`src/rtl/uart_arb_pkg.sv`:
```
// Shared definitions for the UART transmit arbiter: FSM encoding, default
// sizing, and burst counter width.
package uart_arb_pkg;

  typedef enum logic [1:0] {
    ST_IDLE     = 2'd0,
    ST_WAIT_ACK = 2'd1,
    ST_DONE     = 2'd2
  } arb_state_e;

  localparam int DEF_N_REQ     = 4;
  localparam int DEF_MAX_BURST = 16;

  // Bits needed to hold a burst count from 0 up to max_burst.
  function automatic int burst_w(input int max_burst);
    return $clog2(max_burst + 1);
  endfunction

  localparam int BURST_W = burst_w(DEF_MAX_BURST);

endpackage

```
`src/rtl/uart_tx_arbiter_rr_pick.sv`:
```
// Round-robin picker: scans requests upward from ptr, wrapping at the top,
// and returns the first requester found as a one-hot vector.
module rr_pick #(
  parameter int N_REQ = 4,
  parameter int PW    = 2
) (
  input  logic [N_REQ-1:0] req,
  input  logic [PW-1:0]    ptr,
  output logic [N_REQ-1:0] winner,
  output logic             valid
);

  logic [PW-1:0] idx;

  // First requesting index at or after ptr (modulo N_REQ) wins.
  always_comb begin
    winner = '0;
    valid  = 1'b0;
    idx    = '0;
    for (int i = 0; i < N_REQ; i++) begin
      idx = PW'((int'(ptr) + i) % N_REQ);
      if (!valid && req[idx]) begin
        winner[idx] = 1'b1;
        valid       = 1'b1;
      end
    end
  end

endmodule

```
`src/rtl/uart_tx_arbiter.sv`:
```
// Arbitrates N_REQ byte requesters onto one UART transmitter. Round-robin
// selection with an optional per-requester burst lock capped at MAX_BURST
// consecutive bytes. All outputs are registered.
module uart_tx_arbiter
  import uart_arb_pkg::*;
#(
  parameter int N_REQ     = DEF_N_REQ,
  parameter int MAX_BURST = DEF_MAX_BURST
) (
  input  logic               Clk,
  input  logic               nReset,
  input  logic [N_REQ-1:0]   req,
  input  logic [8*N_REQ-1:0] req_byte,
  input  logic [N_REQ-1:0]   lock,
  output logic [N_REQ-1:0]   req_ack,
  output logic [N_REQ-1:0]   grant,
  output logic               tx_req,
  output logic [7:0]         tx_byte,
  input  logic               tx_ack,
  output logic               busy
);

  localparam int PW = (N_REQ > 1) ? $clog2(N_REQ) : 1;
  localparam int CW = burst_w(MAX_BURST);
  // burst_cnt counts re-grants after the opening grant of a burst, so the
  // last permitted re-grant leaves the burst at MAX_BURST bytes in total.
  localparam logic [CW-1:0] BURST_LAST = CW'(MAX_BURST - 1);

  arb_state_e       state, state_d;
  logic [PW-1:0]    ptr, ptr_d;
  logic [CW-1:0]    burst_cnt, burst_d;
  logic [PW-1:0]    owner, owner_d;
  logic             has_owner, has_owner_d;
  logic [N_REQ-1:0] grant_d, req_ack_d;
  logic             tx_req_d, busy_d;
  logic [7:0]       tx_byte_d;

  logic [N_REQ-1:0] rr_win;
  logic             rr_valid;
  logic [PW-1:0]    win_idx;
  logic [PW-1:0]    sel_idx;
  logic [7:0]       sel_byte;
  logic             lock_hit;

  rr_pick #(
    .N_REQ (N_REQ),
    .PW    (PW)
  ) u_rr_pick (
    .req    (req),
    .ptr    (ptr),
    .winner (rr_win),
    .valid  (rr_valid)
  );

  // Previous owner keeps the UART while it requests with lock and has burst budget left.
  assign lock_hit = has_owner && req[owner] && lock[owner] && (burst_cnt < BURST_LAST);

  // Encode the round-robin winner and mux out the selected requester's byte.
  always_comb begin
    win_idx  = '0;
    for (int i = 0; i < N_REQ; i++) begin
      if (rr_win[i]) win_idx = PW'(i);
    end
    sel_idx  = lock_hit ? owner : win_idx;
    sel_byte = '0;
    for (int i = 0; i < N_REQ; i++) begin
      if (PW'(i) == sel_idx) sel_byte = req_byte[8*i +: 8];
    end
  end

  // Next-state and next-output logic; every register holds unless changed.
  always_comb begin
    state_d     = state;
    grant_d     = grant;
    tx_req_d    = tx_req;
    tx_byte_d   = tx_byte;
    req_ack_d   = '0;
    ptr_d       = ptr;
    burst_d     = burst_cnt;
    owner_d     = owner;
    has_owner_d = has_owner;

    case (state)
      ST_IDLE: begin
        grant_d  = '0;
        tx_req_d = 1'b0;
        if (lock_hit) begin
          grant_d[owner] = 1'b1;
          tx_byte_d      = sel_byte;
          tx_req_d       = 1'b1;
          burst_d        = burst_cnt + CW'(1);
          state_d        = ST_WAIT_ACK;
        end else if (rr_valid) begin
          grant_d     = rr_win;
          tx_byte_d   = sel_byte;
          tx_req_d    = 1'b1;
          ptr_d       = (win_idx == PW'(N_REQ - 1)) ? '0 : win_idx + PW'(1);
          burst_d     = '0;
          owner_d     = win_idx;
          has_owner_d = 1'b1;
          state_d     = ST_WAIT_ACK;
        end
      end
      ST_WAIT_ACK: begin
        if (tx_ack) begin
          tx_req_d  = 1'b0;
          req_ack_d = grant;
          state_d   = ST_DONE;
        end
      end
      ST_DONE: begin
        // A held or repeated tx_ack keeps us here without re-acking.
        if (!tx_ack) begin
          grant_d = '0;
          state_d = ST_IDLE;
        end
      end
      default: begin
        grant_d  = '0;
        tx_req_d = 1'b0;
        state_d  = ST_IDLE;
      end
    endcase

    busy_d = (state_d != ST_IDLE);
  end

  // State and output registers; reset clears everything asynchronously.
  always_ff @(posedge Clk or negedge nReset) begin
    if (!nReset) begin
      state     <= ST_IDLE;
      grant     <= '0;
      tx_req    <= 1'b0;
      tx_byte   <= '0;
      req_ack   <= '0;
      busy      <= 1'b0;
      ptr       <= '0;
      burst_cnt <= '0;
      owner     <= '0;
      has_owner <= 1'b0;
    end else begin
      state     <= state_d;
      grant     <= grant_d;
      tx_req    <= tx_req_d;
      tx_byte   <= tx_byte_d;
      req_ack   <= req_ack_d;
      busy      <= busy_d;
      ptr       <= ptr_d;
      burst_cnt <= burst_d;
      owner     <= owner_d;
      has_owner <= has_owner_d;
    end
  end

endmodule

```
`config.mk`:
```
export PLATFORM = sky130hd
export DESIGN_NAME = uart_tx_arbiter
export DESIGN_NICKNAME = d
export VERILOG_FILES = /design/src/rtl/uart_arb_pkg.sv /design/src/rtl/uart_tx_arbiter_rr_pick.sv /design/src/rtl/uart_tx_arbiter.sv
export SDC_FILE = /design/constraint.sdc
export NUM_CORES = 1
export LEC_CHECK = 0
export ABC_AREA = 1
export CAP_MARGIN = 15
export CORE_ASPECT_RATIO = 1.5
export CORE_UTILIZATION = 40
export DETAILED_ROUTE_END_ITERATION = 7
export DONT_BUFFER_PORTS = 1
export PLACE_DENSITY = 0.67
export SETUP_SLACK_MARGIN = 0.5
export SYNTH_ARGS = -nofsm -noshare
export SYNTH_HDL_FRONTEND = slang
export SYNTH_SLANG_ARGS = --single-unit
```
`constraint.sdc`:
```
create_clock -name Clk -period 2.25 [get_ports Clk]
set_clock_uncertainty 0.2 [all_clocks]
set_input_delay 0.45 -clock Clk [delete_from_list [all_inputs] [get_ports Clk]]
set_output_delay 0.45 -clock Clk [all_outputs]
set_load 0.01 [all_outputs]
```
==> impl_metrics.yaml <==
timing:
  rsz0062_at_grt: "yes"
  tns_ns: -2.57
  finalHoldViolCount: 0
  timing.fmax_mhz: 405
  final_max_slew_viol_count: 0
  period_share_pct: 110
  slew_headroom_pct: 78.6
  tightest_slew_ns: 0.321
  setup_ws_ns: -0.217
  setup_viol: 21
  period_needed_ns: 2.47
detailed_routing:
  ant_nets: 0
  wire_per_inst_um: 13.9
  num_vias: 2171
  viasPerCell: 5.10
  drt-pass1-iter-count: 4
  drt-total-wl_um: 5920
  drt-initial-drc-count: 65
  drc: 0
cts:
  cts_buffers: 5
  htreeDepth: 2
  cts_sinks: 30
  clkTransAtPathRegs_ns: 0.07
  cts_tree: "done"
  root_buffer: "clkbuf_8"
  clock_latency_ns: 0.28
  clock_path_buffers: 2
die:
  core-area_um2: 4930
  die_x_um: 60.9
  die_height_um: 90.3
  die-area_um2: 5500
  floorplan.initialDensity_pct: 42.2
  num_rows: 31
  pin_count: 61
run_status:
  status: "finished with violations"
  violations: "negative setup slack"
placement:
  place_hpwl_um: 4030
  pre_cts_slack_ns: -0.170
  dp_cells: 398
  io_buffer_count: 0
  place.gp.congestion: 0.931
synthesis:
  synth.net_count: 352
  synth_mux_area_share_pct: 0
  async_flop_share_pct: 100
  synth-edff-count: 0
  ys_types: 30
  ys_seq_elements: 30
  synth-simple-area-share_pct: 38.5
  synth_compound_area_share_pct: 10.3
  synth_ff_type: "dfrtp_1"
  syn-mean-instance-area_um2: 6.91
  seq_area_frac_synth_pct: 36.1
  synthAdderAreaFrac_pct: 4.81
  synth_xor_area_share_pct: 0
  yosys_warnings: 0
  syn_area_um2: 2080
  synthCells: 301
  synth_top_family_by_area: "simple AND/OR/NAND/NOR gates"
critical_path:
  path_class: "reg -> reg"
  max_stage_delay_ns: 0.45
  crit_path_max_fanout: 5
  critical_path.top_delay_family: "simple AND/OR/NAND/NOR gates"
  cp-start-kind: "register"
  cp.arrival_ns: 2.44
  crit_required_ns: 2.22
  crit_buf_inv: 3
  crit_path_frequent_cell: "nand2_1"
  crit_path_cell_trace: "inv_4, buf_4, nand2_2, nand2_1, nand2_1, nand2_2, nand3_1, nor2_1, nor2_1, nand2_1, nand2_1, nand2_2, nand2_4, buf_6, nor2_4, a21oi_2, nand2_1, nand2_1"
  cp-end-kind: "register"
  cpMaxStageDelayCell: "dfrtp_2"
cells_and_area:
  areaGrowthSynthToFinish_pct: 44.7
  final_nets: 410
  area.sequential_um2: 753
  n_fill_cell: 441
  final_cell_mix: "nand2_1, inv_1, buf_4"
  drive_gt1_share_pct: 37.2
  final_common_cell: "nand2_1"
  multi_input_area_um2: 1400
  n_antenna_cell: 0
  final-instance-count-excl-fill: 426
global_route:
  grt-ovfl-total: 0
  grt_pass1_wl_um: 8490
  grt_usage_pct: 20.6
  grt_max_degree: 31
  first_global_vias: 2025
  antenna_found_initial: 0
run:
  drv_cap: 0
min_path:
  hold_path_class: "in -> reg"
## worst register-to-register path, cell delays in order, from the launching register on
cell,delay [ns]
dfrtp_2,0.45
inv_4,0.08
buf_4,0.14
nand2_2,0.08
nand2_1,0.07
nand2_1,0.07
nand2_2,0.10
nand3_1,0.11
nor2_1,0.11
nor2_1,0.05
nand2_1,0.09
nand2_1,0.08
nand2_2,0.11
nand2_4,0.10
buf_6,0.15
nor2_4,0.18
a21oi_2,0.08
nand2_1,0.06
nand2_1,0.05
## path summary, 6_finish.rpt
check	from	cells after the start	slack, ns	end
min in group asynchronous	nReset	2	0.41	busy
setup reg to reg	ptr[0]	18	-0.22	tx_byte[4]
hold / removal	tx_ack	2	0.08	req_ack[2]
hold reg to reg	has_owner	2	0.27	has_owner
setup / recovery	ptr[0]	18	-0.22	tx_byte[4]
max in group asynchronous	nReset	2	1.26	ptr[0]
## cell type report
| type | count | area share [%] |
|---|---|---|
| Multi-Input combinational cell | 222 | 46.5 |
| Timing Repair inverter | 1 | 0.208 |
| Timing Repair Buffer | 51 | 15.7 |
| Clock buffer | 7 | 2.87 |
| Inverter | 48 | 6.74 |
| Clock inverter | 1 | 0.166 |
| Sequential cell | 30 | 25.0 |
| Tap cell | 66 | 2.74 |
## per-stage QoR
step | hold WS [ns] | util [%] | instance area, um^2
final | 0.0821 | 61.1 | 3010
after global routing | 0.0833 | 61.1 | 3010
after CTS | 0.0774 | 56.3 | 2770
after detailed placement | -0.0449 | 49.8 | 2450
after global placement | -0.0450 | 49.8 | 2450
after floorplan | -0.0456 | - | 2150
## logic make-up (layout without fill, tap and decap cells)
group                      Yosys count  in the layout
buffers and inverters               52            108
AOI/OAI and AO/OA                   33             33
adders and majority gates            8              8
and+or+nand+nor                    178            181
DFF                                 30             30
## routing by layer
layer  wire, um  share of wire, %  vias up  track usage, %
met5          0                 0        -               0
met4        174               2.9        0            8.90
met3        272               4.6       15            3.58
met2       3310                56       73            38.5
met1       2170                37     1009            20.9
li1           -                 -     1074               -
## synth_stat cells (3+ instances only)
cell type  instances  share of area, %
nand3_1           36               8.7
nor2_1            24               4.3
dfrtp_1           30                36
nor2_2             4               1.2
nand2_2            5               1.5
inv_2              3              0.54
nand3_2            3               1.4
o21ai_0            4              0.96
ha_1               8               4.8
nand2_1           98                18
a21o_1             6               2.2
o221ai_1           4               1.7
inv_1             42               7.6
a21oi_1           12               2.9
## state kept, by name, indices dropped and copies added (netlist names)
signal / flops
state: 2
grant: 4
burst_cnt: 5
tx_byte: 8
ptr: 2
has_owner: 1
busy: 1
tx_req: 1
owner: 2
req_ack: 4
## timing repair
action | CTS | global route
gates cloned | 4 | 1
hold buffers | 2 | 0
hold endpoints to repair | 30 | 0
resized for setup | 28 | 45
endpoints found under the setup margin | 25 | 25
setup buffers | 7 | 6
pin swaps | 10 | 19
Power is not shown: default switching activity piles up to over one toggle a cycle in this logic, so the estimate is an artifact.
